$ cat src/rtl/count_to_thermo_14_pkg.sv
// thermo_pkg: shared constants, types and helpers for the count-to-thermometer
// expander and its 2-entry buffer.
//   N_BITS  : expanded vector width, also the largest legal count (14)
//   CNT_W   : count width; 2**CNT_W must exceed N_BITS
//   DEPTH   : buffer entries (fixed at 2)
//   MAX_CNT : N_BITS as a CNT_W-wide value, the clamp ceiling
//   occ_e   : buffer occupancy state (EMPTY / ONE / FULL)
// Helpers: clamp_count, thermometer, rotl (rotl is used only when
// THERMO_ROTATE_EN is defined).
package thermo_pkg;

    localparam int N_BITS = 14;
    localparam int CNT_W  = 4;
    localparam int DEPTH  = 2;

    localparam logic [CNT_W-1:0] MAX_CNT = CNT_W'(N_BITS);

    typedef enum logic [1:0] {
        OCC_EMPTY = 2'd0,
        OCC_ONE   = 2'd1,
        OCC_FULL  = 2'd2
    } occ_e;

    // Saturate a raw count to the largest value the vector can hold.
    function automatic logic [CNT_W-1:0] clamp_count(input logic [CNT_W-1:0] c);
        return (c > MAX_CNT) ? MAX_CNT : c;
    endfunction

    // LSB-first thermometer code: bit i is set when i < c.
    function automatic logic [N_BITS-1:0] thermometer(input logic [CNT_W-1:0] c);
        logic [N_BITS-1:0] v;
        for (int i = 0; i < N_BITS; i++) begin
            v[i] = (i < int'(c));
        end
        return v;
    endfunction

    // Rotate left within N_BITS. amt must be < N_BITS; the upper half of the
    // doubled vector shifted left is exactly the rotated word.
    function automatic logic [N_BITS-1:0] rotl(input logic [N_BITS-1:0] v,
                                               input logic [CNT_W-1:0]  amt);
        logic [2*N_BITS-1:0] d;
        d = {v, v} << amt;
        return d[2*N_BITS-1:N_BITS];
    endfunction

endpackage

$ cat src/rtl/count_to_thermo_14_if.sv
// count_to_thermo_14_if: stream bundle for the count-to-thermometer expander.
//   in_valid / in_ready / in_count      : count words into the block
//   out_valid / out_ready / out_bits /
//   out_count                           : expanded words out of the block
//   dbg_occ                             : buffer occupancy state, observation only
// Modports: slave = the expander's view, master = the view of whoever drives
// counts in and consumes vectors out.
//
// Handshake: on either side a word transfers on a rising clock edge where
// valid and ready are both high. A source holding valid high keeps its data
// stable until the transfer; ready never depends combinationally on valid
// in this block.
interface count_to_thermo_14_if;
    import thermo_pkg::*;

    logic              in_valid;
    logic              in_ready;
    logic [CNT_W-1:0]  in_count;
    logic              out_valid;
    logic              out_ready;
    logic [N_BITS-1:0] out_bits;
    logic [CNT_W-1:0]  out_count;
    occ_e              dbg_occ;

    modport slave (
        input  in_valid, in_count, out_ready,
        output in_ready, out_valid, out_bits, out_count, dbg_occ
    );

    modport master (
        output in_valid, in_count, out_ready,
        input  in_ready, out_valid, out_bits, out_count, dbg_occ
    );

endinterface

$ cat src/rtl/count_to_thermo_14_fifo2.sv
// thermo_fifo2: generic 2-entry valid/ready buffer built as a head/tail
// register pair. The head register feeds pop_data directly, so the output
// is a pure register and reads 0 when the buffer is empty.
//   clk, rst              : clock, asynchronous active-high reset
//   push_valid/ready/data : write side; push_ready = not full (state only)
//   pop_valid/ready/data  : read side; pop_valid = not empty
//   occ_state             : occupancy FSM state, for observation
module thermo_fifo2
    import thermo_pkg::*;
#(
    parameter int W = CNT_W
) (
    input  logic         clk,
    input  logic         rst,
    input  logic         push_valid,
    output logic         push_ready,
    input  logic [W-1:0] push_data,
    output logic         pop_valid,
    input  logic         pop_ready,
    output logic [W-1:0] pop_data,
    output occ_e         occ_state
);

    occ_e         state_q, state_d;
    logic [W-1:0] head_q, head_d;
    logic [W-1:0] tail_q, tail_d;
    logic         push, pop;

    assign push_ready = (state_q != OCC_FULL);
    assign pop_valid  = (state_q != OCC_EMPTY);
    assign push       = push_valid & push_ready;
    assign pop        = pop_valid & pop_ready;
    assign pop_data   = head_q;
    assign occ_state  = state_q;

    always_ff @(posedge clk or posedge rst) begin
        if (rst) begin
            state_q <= OCC_EMPTY;
            head_q  <= '0;
            tail_q  <= '0;
        end else begin
            state_q <= state_d;
            head_q  <= head_d;
            tail_q  <= tail_d;
        end
    end

    // Entries vacated by a pop are zeroed so the head reads 0 when empty.
    always_comb begin
        state_d = state_q;
        head_d  = head_q;
        tail_d  = tail_q;
        case (state_q)
            OCC_EMPTY: begin
                if (push) begin
                    head_d  = push_data;
                    state_d = OCC_ONE;
                end
            end
            OCC_ONE: begin
                case ({push, pop})
                    2'b11: head_d = push_data;
                    2'b10: begin
                        tail_d  = push_data;
                        state_d = OCC_FULL;
                    end
                    2'b01: begin
                        head_d  = '0;
                        state_d = OCC_EMPTY;
                    end
                    default: ;
                endcase
            end
            OCC_FULL: begin
                // push_ready is low here, so only a pop can happen.
                if (pop) begin
                    head_d  = tail_q;
                    tail_d  = '0;
                    state_d = OCC_ONE;
                end
            end
            default: begin
                state_d = OCC_EMPTY;
                head_d  = '0;
                tail_d  = '0;
            end
        endcase
    end

endmodule

$ cat src/rtl/count_to_thermo_14.sv
// count_to_thermo_14: expands a 4-bit population count (0..14) into a 14-bit
// thermometer vector with exactly that many ones. Counts above 14 are clamped
// to 14 and raise a sticky overflow flag. Words pass through a 2-entry buffer;
// an empty buffer shows a pushed word after one edge.
//   clk, rst   : clock, asynchronous active-high reset
//   bus        : count_to_thermo_14_if.slave (in_* / out_* streams, dbg_occ)
//   ovf_sticky : set when an accepted count exceeded 14
//   ovf_clr    : synchronous clear of ovf_sticky (a same-cycle set wins)
// Optional macro THERMO_ROTATE_EN: out_bits is the thermometer code rotated
// left by an offset that advances by out_count on every pop, spreading the
// ones round-robin across the lanes.
module count_to_thermo_14
    import thermo_pkg::*;
(
    input  logic                        clk,
    input  logic                        rst,
    count_to_thermo_14_if.slave         bus,
    output logic                        ovf_sticky,
    input  logic                        ovf_clr
);

    logic             push;
    logic [CNT_W-1:0] stored_count;

    assign push         = bus.in_valid & bus.in_ready;
    assign stored_count = clamp_count(bus.in_count);

    thermo_fifo2 #(.W(CNT_W)) u_fifo (
        .clk        (clk),
        .rst        (rst),
        .push_valid (bus.in_valid),
        .push_ready (bus.in_ready),
        .push_data  (stored_count),
        .pop_valid  (bus.out_valid),
        .pop_ready  (bus.out_ready),
        .pop_data   (bus.out_count),
        .occ_state  (bus.dbg_occ)
    );

    // Set has priority over clear when both land on the same edge.
    always_ff @(posedge clk or posedge rst) begin
        if (rst) begin
            ovf_sticky <= 1'b0;
        end else if (push && (bus.in_count > MAX_CNT)) begin
            ovf_sticky <= 1'b1;
        end else if (ovf_clr) begin
            ovf_sticky <= 1'b0;
        end
    end

`ifdef THERMO_ROTATE_EN
    localparam logic [CNT_W:0] N_BITS_W = (CNT_W+1)'(N_BITS);

    logic             pop;
    logic [CNT_W-1:0] rot_q;
    logic [CNT_W:0]   rot_sum;

    assign pop     = bus.out_valid & bus.out_ready;
    // Offset and count are both <= 14, so one conditional subtract is a
    // complete mod-14 reduction.
    assign rot_sum = {1'b0, rot_q} + {1'b0, bus.out_count};

    always_ff @(posedge clk or posedge rst) begin
        if (rst) begin
            rot_q <= '0;
        end else if (pop) begin
            rot_q <= (rot_sum >= N_BITS_W) ? CNT_W'(rot_sum - N_BITS_W)
                                           : rot_sum[CNT_W-1:0];
        end
    end

    // Decoded from registers only; no input reaches out_bits combinationally.
    assign bus.out_bits = rotl(thermometer(bus.out_count), rot_q);
`else
    assign bus.out_bits = thermometer(bus.out_count);
`endif

endmodule
$ cat src/flat_wrapper.sv
// flat-port wrapper written by rule: the top's interface ports become plain ports
module count_to_thermo_14_flat import thermo_pkg::*;
  (clk, rst, ovf_sticky, ovf_clr, bus_in_valid, bus_in_count, bus_out_ready, bus_in_ready, bus_out_valid, bus_out_bits, bus_out_count, bus_dbg_occ);
  count_to_thermo_14_if bus_i ();
  input  logic clk;
  input  logic rst;
  output logic ovf_sticky;
  input  logic ovf_clr;
  input wire logic [$bits(bus_i.in_valid)-1:0] bus_in_valid;
  input wire logic [$bits(bus_i.in_count)-1:0] bus_in_count;
  input wire logic [$bits(bus_i.out_ready)-1:0] bus_out_ready;
  output wire logic [$bits(bus_i.in_ready)-1:0] bus_in_ready;
  output wire logic [$bits(bus_i.out_valid)-1:0] bus_out_valid;
  output wire logic [$bits(bus_i.out_bits)-1:0] bus_out_bits;
  output wire logic [$bits(bus_i.out_count)-1:0] bus_out_count;
  output wire logic [$bits(bus_i.dbg_occ)-1:0] bus_dbg_occ;
  assign bus_i.in_valid = bus_in_valid;
  assign bus_i.in_count = bus_in_count;
  assign bus_i.out_ready = bus_out_ready;
  assign bus_in_ready = bus_i.in_ready;
  assign bus_out_valid = bus_i.out_valid;
  assign bus_out_bits = bus_i.out_bits;
  assign bus_out_count = bus_i.out_count;
  assign bus_dbg_occ = bus_i.dbg_occ;
  count_to_thermo_14 u_core (.clk(clk), .rst(rst), .bus(bus_i), .ovf_sticky(ovf_sticky), .ovf_clr(ovf_clr));
endmodule
$ cat config.mk
export PLATFORM = sky130hd
export DESIGN_NAME = count_to_thermo_14_flat
export DESIGN_NICKNAME = d
export VERILOG_FILES = /design/src/rtl/count_to_thermo_14_pkg.sv /design/src/rtl/count_to_thermo_14_if.sv /design/src/rtl/count_to_thermo_14_fifo2.sv /design/src/rtl/count_to_thermo_14.sv /design/src/flat_wrapper.sv
export SDC_FILE = /design/constraint.sdc
export NUM_CORES = 1
export LEC_CHECK = 0
export BUFFER_PORTS_ARGS = -buffer_cell sky130_fd_sc_hd__buf_4
export CAP_MARGIN = 20
export CORE_MARGIN = 5
export CORE_UTILIZATION = 45
export DETAILED_ROUTE_END_ITERATION = 12
export PLACE_DENSITY = 0.77
export SYNTH_ARGS = -nofsm -noshare
export SYNTH_HDL_FRONTEND = slang
export SYNTH_SLANG_ARGS = --single-unit
$ cat constraint.sdc
create_clock -name clk -period 1.5 [get_ports clk]
set_input_delay 0.075 -clock clk [delete_from_list [all_inputs] [get_ports clk]]
set_output_delay 0.075 -clock clk [all_outputs]
set_load 0.02 [all_outputs]
==> metrics.md, run 1 <==
| Metric | Value |
|---|---|
| Hold-critical path endpoint | u_core.u_fifo.pop_data[2] |
| Min-delay src | bus_in_count[2] |
| Fin util | between 60% and 70% |
| Share of layout cells above drive strength 1 | around 40% |
| Switching part of the total | between 40% and 50% |
| Row cnt | 14 |
| Vias in the first global route | approximately 680 |
| Compound-Gate Fraction of Synth Area | 27.3% |
| Synth Area in Adders | 0% |
| # fillers | 122 |
| Largest net degree at the start of global routing | 15 |
| F_max | roughly 0.68 GHz |
| Flops & latches, synth | 11 |
| Status | completed |
| Critical path launch point type | register |
| Via/cell ratio | roughly 5.6 |
| Final TNS setup | 0 ns |
| Post-Syn Area | ~730 µm² |
| HP Class | primary input to register |
| CTS sink cnt | 11 |
| Clock Skew | 0.00374 ns |
| Worst Path Max Fanout | 5 |
| PortBufs | 31 |
| Slew headroom | a little over 70% |
| Period minus WS final | between 1 and 1.5 ns |
| Syn-to-layout area delta | 42.5% |
| Final GP Congestion | 0.754 |
| Largest family of logic cells by synthesized area | compound AO/OA/AOI/OAI gates |
| Setup crit end kind | primary output |
| Proportion of synthesized area in mux cells | 4.29% |
| Routed via count | about 750 |
| Ys flop type | dfrtp_1 |
| R2R depth | 3 |
| Clock power share | between 10% and 20% |
| TritonCTS clock tree | done |
| Routed wire length | between 1500 and 2000 µm |
| DR iter-0 viols | 13 |
| Die Span Y | between 50 and 60 µm |
| Reg-to-Reg Start | u_core.u_fifo.occ_state[0] |
| Wirelength per Cell | ~14 µm |
| Internal Power | approximately 880 µW |
| Setup WS pre-CTS | about 0.16 ns |
| Pwr dens | between 1000 and 1500 nW/µm² |
| Crit path kind | register to primary output |
| Sequential share of the synthesized area | 37.7% |
| Aggregate global routing overflow | 0 |
| Initial antenna violation count | 0 |
| Clock transition at the registers of the reported paths | 0.06 ns |
| RSZ-0062 raised after global routing | no |
| DRC violations left | 0 |
| Root Driver | clkbuf_4 |
| Hold Path Depth | 2 |
| Psw | between 600 and 700 µW |
| R2r setup slk | about 0.14 ns |
| Post-DP HPWL | around 1400 µm |
| Setup Viol. Count Final | 0 |
| Core Area | between 1500 and 2000 µm² |
| TritonCTS Buffers | 3 |
| Max Buffers Root-to-Sink | 2 |
| First drt pass iteration count | 4 |
| Simple-Gate Fraction of Synth Area | 22.5% |
| Peak VDD IR | 0.769 mV |
| Net Count, Synth | around 90 |
| Yosys cell types | 31 |
| Fin nets | between 100 and 150 |
| Initial core utilization | 47.9% |
| Critical path required time | around 1.4 ns |
| WP data arrival | approximately 1.4 ns |
| Most area-hungry cell type in the Yosys netlist | dfrtp_1 |
| Max cap viols | 0 |
| Gate count of the mapped netlist | slightly above 80 |
| N_diodes | 0 |
| First-pass GRT wire length | just over 3000 µm |
| Top-count cell post-synth | dfrtp_1 |
| Skew-Pair Late Insertion Delay | between 0.2 and 0.3 ns |
| Synth top area share | a little under two fifths |
| H-tree depth | 1 |
| R2r endpoint | u_core.u_fifo.pop_data[3] |
| Logic pwr share | about 57% |
| Number of synthesized flops with an enable pin | 0 |
| Final worst slack | approximately 0.032 ns |
| Final Hold Viols | 0 |
| Yosys warnings | 0 |
| Syn avg cell area | just under 9 µm² |
| Leakage | approximately 0.54 nW |
| Chip Width | between 50 and 60 µm |
| Gr usage total | 15.6% |
| Max Slew Vio Count | 0 |
| Crit share post-route | 97.9% |
| Boundary Pins | 32 |
| Flop pwr share | between 20% and 30% |
| Top cells by area, synth | dfrtp_1, and3_1, nor2b_1, a221o_1, o2bb2ai_1 |
| Die Area | 2530 µm² |
| Post-Synth XOR/XNOR Area | 0% |
| ANT nets after route | 0 |
| Worst-Margin Slew | between 0.4 and 0.5 ns |
| Ys async rst share | 100% |
## layer usage
metal | up-vias | track usage [%] | share of wire (%)
met5 | - | 0 | 0
met4 | 0 | 7.86 | 2.2
met3 | 5 | 3.55 | 9.1
met2 | 34 | 27.8 | 49
met1 | 346 | 17.0 | 40
li1 | 366 | - | -
## cells in the final DEF (no fill, tap or decap)
master	instances
a221o_1	3
a22oi_1	1
dfrtp_1	9
clkbuf_1	1
nor2_1	5
mux2_2	1
and2_1	1
o2bb2ai_1	3
dlygate4sd3_1	1
nand2_1	1
and3_1	5
o22ai_1	3
o21ai_0	2
mux2i_1	2
or3_1	1
a22o_1	2
nand3b_1	1
o31a_1	3
dfrtp_2	2
a21oi_1	5
a21o_1	2
and3b_1	1
nor2b_1	5
clkbuf_4	3
o21a_1	3
nand2b_1	1
buf_4	39
nor3b_1	1
nand4b_1	1
and2b_1	1
inv_1	5
or2_2	2
or4_1	1
## kinds of logic (layout without fill, tap and decap cells)
kind of cell,count (synthesis),after routing
compound gates,27,27
buf+inv,14,49
flops,11,11
mux,3,3
simple gates,27,27
## flip-flops by register name, summed over array words and instances, names as in the netlist
name / flops
u_core.ovf_sticky: 1
u_core.u_fifo.occ_state: 2
u_core.u_fifo.tail_q: 4
u_core.u_fifo.pop_data: 4
## timing repair
item,CTS,global route
hold buffers,1,0
setup buffers,4,0
endpoints found under the setup margin,1,0
hold endpoints to repair,11,0
resized for setup,2,0
## worst max-delay path, stage by stage, from the launching register on
cell and delay (ns):
dfrtp_2 0.43, or4_1 0.52, buf_4 0.18
## how the worst max path moves through the flow
stage | cells past startpoint | slack (ns) | start | endpoint
floorplan | 3 | 0.09 | u_core.u_fifo.occ_state[0] | u_core.u_fifo.pop_data[1]
global placement | 3 | 0.18 | u_core.u_fifo.occ_state[0] | u_core.u_fifo.pop_data[2]
detailed placement | 3 | 0.16 | u_core.u_fifo.occ_state[0] | u_core.u_fifo.pop_data[3]
CTS | 2 | 0.03 | u_core.u_fifo.pop_data[2] | bus_out_bits[0]
global route | 2 | 0.002 | u_core.u_fifo.pop_data[2] | bus_out_bits[0]
finish | 2 | 0.03 | u_core.u_fifo.pop_data[2] | bus_out_bits[0]
## power groups by stage
stage | sequential [mW] | clock (mW) | combinational, mW
after floorplan | 0.464 | 0 | 0.476
after global placement | 0.460 | 0 | 0.767
after detailed placement | 0.467 | 0 | 0.775
after CTS | 0.438 | 0.206 | 0.844
after global routing | 0.452 | 0.221 | 0.904
final | 0.441 | 0.203 | 0.839
## cell type report
type                       instances  area [µm²]  area share (%)
clock buffer                       4        26.3            2.53
inverter                           5        18.8            1.81
multi-input combinational         57         394            37.9
sequential                        11         278            26.7
tap                               16        20.0            1.93
timing repair buffer              40         303            29.1
## stage by stage
stage                     instance area, µm²  power [mW]  cells  hold WS, ns
after global routing                    1040        1.58    133       0.0546
after floorplan                          729       0.940     82      -0.0726
after global placement                   971        1.23    124       0.0992
final                                   1040        1.48    133       0.0503
after CTS                               1040        1.49    133       0.0505
after detailed placement                 971        1.24    124        0.102
Power figures use the tool's default switching activity.
==> inputs of run 2 (changes only) <==
Settings changed: CORE_MARGIN 5 to 2, CTS_CLUSTER_DIAMETER set to 200.
==> run 2 against run 1 <==
- design area increased by 0.84%
- total power increased by 0.35%
- non-clock buffer count increased by 1
- combinational power decreased by 0.7%
- critical path depth increased by 1
- clock-buffer cell count unchanged
- clock skew increased by 0.0031 ns
- maximum frequency increased by 1.5%
- sequential power increased by 1%
- largest cell class unchanged
- highest routed layer unchanged
==> metrics.md, run 2 (synthesis results as in run 1) <==
| Metric | Value |
|---|---|
| Number of placed instances, taps included | 124 (unchanged) |
| Most used cell along the critical path | buf_4 |
| Wirelength per Cell | 12.4 µm (-14%) |
| Critical path launch point type | register |
| Max Slew Vio Count | 0 (unchanged) |
| Via/cell ratio | 5.48 (-3.0%) |
| R2r setup slk | 0.14 ns (about the same) |
| Critical path required time | 1.42 ns (about the same) |
| Hold Path Depth | 2 (unchanged) |
| Most frequent cells in the layout | buf_4, dfrtp_1 |
| ANT nets after route | 0 (unchanged) |
| Flop pwr share | 30.0% (+0.3 points) |
| H-tree depth | 1 (unchanged) |
| F_max | 0.691 GHz (+1.5%) |
| Core Area | 1510 µm² (-1.1%) |
| Crit share post-route | 96.5% (-1.4 points) |
| Initial core utilization | 48.4% (+0.56 points) |
| Worst path cell trace | buf_4 > or3_1 > buf_4 |
| Gr usage total | 19.1% (+3.5 points) |
| Internal Power | 889 µW (+0.90%) |
| WP buf/inv | 2 (+1) |
| Clock transition at the registers of the reported paths | 0.07 ns (about the same) |
| Non-filler cells, final | 134 (+0.75%) |
| Peak VDD IR | 0.974 mV (+27%) |
| HP Class | primary input to register |
| N_diodes | 0 (unchanged) |
| Psw | 600 µW (-0.44%) |
| Slew headroom | 72.6% (+1.2 points) |
| Skew-Pair Late Insertion Delay | 0.28 ns (about the same) |
| Routed via count | 734 (-2.3%) |
| CP top delay family | flip-flops |
| CTS sink cnt | 11 (unchanged) |
| Setup crit end kind | primary output |
| Max Buffers Root-to-Sink | 2 (unchanged) |
| TritonCTS Buffers | 3 (unchanged) |
| R2R depth | 3 (unchanged) |
| Worst-Margin Slew | 0.411 ns (-0.0174 ns) |
| Pwr dens | 1420 nW/µm² (-0.48%) |
| Final worst slack | 0.0528 ns (+0.0212 ns) |
| Fin util | 69.6% (+1.4 points) |
| Final GP Congestion | 0.828 (+9.8%) |
| First-pass GRT wire length | 2700 µm (-13%) |
| WP data arrival | 1.37 ns (-0.02 ns) |
| Setup WS pre-CTS | 0.168 ns (+0.0120 ns) |
| TritonCTS clock tree | done |
| Aggregate global routing overflow | 0 (unchanged) |
| Largest net degree at the start of global routing | 15 (unchanged) |
| Leakage | 0.543 nW (+0.63%) |
| Switching part of the total | 40.3% (-0.32 points) |
| Root Driver | clkbuf_4 |
| Period minus WS final | 1.45 ns (-0.0212 ns) |
| Die Span Y | 44.3 µm (-12%) |
| Boundary Pins | 32 (unchanged) |
| Die Area | 1960 µm² (-22%) |
| Routed wire length | 1660 µm (-14%) |
| Path length in cells of the critical path | 3 (+1) |
| Max cap viols | 0 (unchanged) |
| Worst Path Max Fanout | 9 (+4) |
| Share of layout cells above drive strength 1 | 41.5% (+1.4 points) |
| Chip Width | 44.3 µm (-12%) |
| Crit-path slowest cell | dfrtp_1 |
| Fin nets | 128 (+0.79%) |
| Clock Skew | 0.00684 ns (+0.00310 ns) |
| Status | completed |
| Setup Viol. Count Final | 0 (unchanged) |
| Initial antenna violation count | 0 (unchanged) |
| Crit path kind | register to primary output |
| Row cnt | 14 (unchanged) |
| Final TNS setup | 0 ns (unchanged) |
| Logic pwr share | 56.0% (-0.6 points) |
| Max incr delay on CP | 0.41 ns (-0.11 ns) |
| Leading cell type in the layout, fill and taps excluded | buf_4 |
| Design area | 1050 µm² (+0.84%) |
| Final Hold Viols | 0 (unchanged) |
| Area after DPL | 971 µm² (unchanged) |
| First drt pass iteration count | 4 (unchanged) |
| DR iter-0 viols | 12 (-1) |
| Vias in the first global route | 609 (-11%) |
| DRC violations left | 0 (unchanged) |
| Post-DP HPWL | 1220 µm (-11%) |
| Clock power share | 14.0% (+0.3 points) |
| PortBufs | 31 (unchanged) |
| Syn-to-layout area delta | 43.7% |
## run 2: changes by cell type in the layout (fill, tap and decap cells not counted), sizes merged
cell	delta
buf	+1
## run 2: metal layers
layer	routed length [µm]	global-route usage, %	vias up
met5	0	0	-
met4	42	10.9	0
met3	160	4.08	4
met2	730	29.4	35
met1	724	24.7	321
li1	-	-	374
## run 2: what timing repair did
action                     in CTS  in global routing
resized for setup               2                  1
hold endpoints to repair       11                  0
setup endpoints to repair       1                  1
setup buffers                   2                  3
hold buffers                    1                  0
## run 2: per-stage QoR
| step | hold WS (ns) | power (mW) |
|---|---|---|
| floorplan | -0.0726 | 0.940 |
| global placement | 0.106 | 1.22 |
| detailed placement | 0.0938 | 1.23 |
| CTS | 0.0431 | 1.46 |
| global route | 0.0413 | 1.58 |
| finish | 0.0439 | 1.49 |
## run 2: final cells by class
cell class	instances	area, µm²
Multi-Input combinational cell	57	394
Clock buffer	4	26.3
Fill cell	117	458
Inverter	5	18.8
Tap cell	16	20.0
Sequential cell	11	279
Timing Repair Buffer	41	310
## run 2: final timing paths
path	start	to
hold / removal	bus_in_count[3]	u_core.u_fifo.pop_data[3]
min in group asynchronous	rst	u_core.ovf_sticky
setup reg to reg	u_core.u_fifo.occ_state[0]	u_core.u_fifo.pop_data[1]
setup / recovery	u_core.u_fifo.pop_data[1]	bus_out_bits[1]
hold reg to reg	u_core.u_fifo.tail_q[2]	u_core.u_fifo.tail_q[2]
max in group asynchronous	rst	u_core.u_fifo.pop_data[2]
## run 2: power groups by stage
| stage | Clock (mW) | Combinational [mW] | Sequential [mW] |
|---|---|---|---|
| 3_3_place_gp | 0 | 0.755 | 0.465 |
| 2_1_floorplan | 0 | 0.476 | 0.464 |
| 5_1_grt | 0.219 | 0.902 | 0.460 |
| 4_1_cts | 0.209 | 0.797 | 0.455 |
| 6_report | 0.209 | 0.833 | 0.447 |
| 3_5_place_dp | 0 | 0.763 | 0.468 |
## run 2: worst register-to-register path, delay by kind of cell (launching register included)
kind,cells,cell delay [ns]
flops,1,0.40
compound gates,2,0.67
simple gates,1,0.18
==> inputs of run 3 (changes only) <==
Settings changed: ABC_AREA set to 1.
==> run 3 against run 2 <==
- routed wire length grew 5.6%
- first-iteration DRC count grew 25%
- die area shrank 1.9%
- final cell count grew 19%
- clock skew grew 0.0034 ns
- total power grew 46%
- synthesized cell count grew 30%
- clock-buffer cell count is the same
- hold slack lost 0.030 ns
- via count grew 6.0%
- non-clock buffer count shrank 8
- critical path type unchanged
- largest cell class unchanged
- largest power group unchanged
- highest routed layer unchanged
==> metrics.md, run 3 <==
| Metric | Value |
|---|---|
| Setup crit end kind | primary output |
| Die Span Y | 43.8 µm (-0.94%) |
| Leading cell type in the layout, fill and taps excluded | nand2_1 |
| Critical path required time | 1.42 ns (about the same) |
| Via/cell ratio | 4.89 (-11%) |
| Routed wire length | 1750 µm (+5.6%) |
| Flops & latches, synth | 11 (unchanged) |
| Max Slew Vio Count | 0 (unchanged) |
| Status | completed |
| Final Hold Slack | 0.0139 ns (-0.0300 ns) |
| Synth cell count leaders | nand2_1, inv_1, dfrtp_1 |
| HP Class | primary input to register |
| F_max | 0.704 GHz (+1.9%) |
| Yosys warnings | 0 (unchanged) |
| Gate count of the mapped netlist | 107 (+30%) |
| Ys async rst share | 100% (unchanged) |
| Setup WS pre-CTS | 0.205 ns (+0.0366 ns) |
| Leakage | 0.599 nW (+10%) |
| Post-Syn Area | 714 µm² (-2.1%) |
| Share of layout cells above drive strength 1 | 29.4% (-12 points) |
| PostCTS Resize Cnt | 0 (-2) |
| Syn-to-layout area delta | 40.8% |
| Area after DPL | 960 µm² (-1.2%) |
| Worst-Margin Slew | 0.431 ns (+0.0207 ns) |
| Worst Path Max Fanout | 6 (-3) |
| Postcts setup bufs | 0 (-2) |
| Period minus WS final | 1.42 ns (-0.0272 ns) |
| Design area | 1010 µm² (-4.1%) |
| Top cells by area, synth | dfrtp_1, nand2_1, inv_1, o21ai_0, nor2_1 |
| Critical path launch point type | register |
| Die Area | 1920 µm² (-1.9%) |
| Crit share post-route | 94.7% (-1.8 points) |
| Routed via count | 778 (+6.0%) |
| Crit path kind | register to primary output |
| Aggregate global routing overflow | 0 (unchanged) |
| Syn avg cell area | 6.68 µm² (-25%) |
| PortBufs | 31 (unchanged) |
| Largest net degree at the start of global routing | 12 (-3) |
| TritonCTS clock tree | done |
| Most frequent cells in the layout | nand2_1, buf_4, inv_1 |
| Core Area | 1490 µm² (-1.2%) |
| Max Buffers Root-to-Sink | 2 (unchanged) |
| Final worst slack | 0.0801 ns (+0.0272 ns) |
| N_diodes | 0 (unchanged) |
| Most area-hungry cell type in the Yosys netlist | dfrtp_1 |
| Peak VDD IR | 1.09 mV (+12%) |
| Total power | 2.18 mW (+46%) |
| Yosys cell types | 18 (-42%) |
| Ys flop type | dfrtp_1 |
| Synth top area share | 38.5% (+0.79 points) |
| Skew-Pair Late Insertion Delay | 0.27 ns (about the same) |
| RSZ-0062 raised after global routing | no |
| TritonCTS Buffers | 3 (unchanged) |
| Net Count, Synth | 116 (+27%) |
| Final Hold Viols | 0 (unchanged) |
| Boundary Pins | 32 (unchanged) |
| Root Driver | clkbuf_4 |
| H-tree depth | 1 (unchanged) |
| Setup Viol. Count Final | 0 (unchanged) |
| Initial antenna violation count | 0 (unchanged) |
| DRC violations left | 0 (unchanged) |
| Fin nets | 153 (+20%) |
| ANT nets after route | 0 (unchanged) |
| CTS sink cnt | 11 (unchanged) |
| Chip Width | 43.8 µm (-0.94%) |
| Clock Skew | 0.0103 ns (+0.00343 ns) |
| First-pass GRT wire length | 2820 µm (+4.4%) |
| Wirelength per Cell | 11.0 µm (-11%) |
| Number of synthesized flops with an enable pin | 0 (unchanged) |
| First drt pass iteration count | 4 (unchanged) |
| Slew headroom | 71.2% (-1.4 points) |
| Final GP Congestion | 0.896 (+8.2%) |
| Pwr dens | 2160 nW/µm² (+52%) |
| WP data arrival | 1.34 ns (-0.03 ns) |
| Post-DP HPWL | 1420 µm (+16%) |
| DR iter-0 viols | 15 (+3) |
| Max cap viols | 0 (unchanged) |
| Sequential share of the synthesized area | 38.5% (+0.79 points) |
| Final TNS setup | 0 ns (unchanged) |
| Initial core utilization | 48.0% (-0.44 points) |
| Top-count cell post-synth | nand2_1 |
| Gr usage total | 19.5% (+0.44 points) |
| Row cnt | 14 (unchanged) |
| Clock transition at the registers of the reported paths | 0.08 ns (about the same) |
| Vias in the first global route | 694 (+14%) |
run 3: repair_timing:
item	in CTS	in global routing
endpoints found under the setup margin	0	0
hold buffers	2	0
hold endpoints to repair	12	0
run 3: metrics by stage:
step	util (%)	instances
3_5_place_dp	64.5	153
6_report	67.6	159
2_1_floorplan	-	107
4_1_cts	67.6	159
5_1_grt	67.6	159
3_3_place_gp	64.5	153
run 3: report_power, final:
part	switching [mW]	leakage (nW)	internal [mW]
sequential	0.111	0.141	0.406
clock	0.102	0.0150	0.103
combinational	0.901	0.442	0.554
run 3: metal layers:
metal / routed length (µm) / vias to the layer above / GRT usage (%)
met4: 12 / 0 / 5.45
met5: 0 / - / 0
met1: 737 / 345 / 25.0
met2: 870 / 26 / 34.1
li1: - / 405 / -
met3: 131 / 2 / 2.50
run 3: worst max-delay path: stages, from the launching register on:
cell and delay [ns]:
dfrtp_1 0.45, nor2_1 0.31, inv_1 0.14, buf_4 0.18
run 3: logic make-up (layout without fill, tap and decap cells):
logic type             Yosys count  count (layout)  synth area share [%]
flip-flops                      11              11                  38.5
AND/OR/NAND/NOR                 60              60                  37.5
buffers and inverters           19              55                  10.5
AO/OA/AOI/OAI                   17              17                  13.5
run 3: cell type report:
cell class | instances | area, µm²
repair buffers | 33 | 253
fillers | 144 | 483
flip-flops and latches | 11 | 275
clock buffers | 4 | 26.3
inverters | 18 | 67.6
multi-input cells | 77 | 364
well taps | 16 | 20.0
run 3: worst paths after layout:
| path | from | end | slack, ns | cells past startpoint |
|---|---|---|---|---|
| hold / removal | bus_out_ready | u_core.u_fifo.occ_state[1] | 0.01 | 2 |
| max in group asynchronous | rst | u_core.u_fifo.tail_q[1] | 0.83 | 3 |
| setup reg to reg | u_core.u_fifo.occ_state[0] | u_core.u_fifo.tail_q[1] | 0.17 | 6 |
| min in group asynchronous | rst | u_core.ovf_sticky | 0.36 | 3 |
| hold reg to reg | u_core.u_fifo.tail_q[3] | u_core.u_fifo.tail_q[3] | 0.52 | 2 |
| setup / recovery | u_core.u_fifo.occ_state[0] | bus_out_valid | 0.08 | 3 |
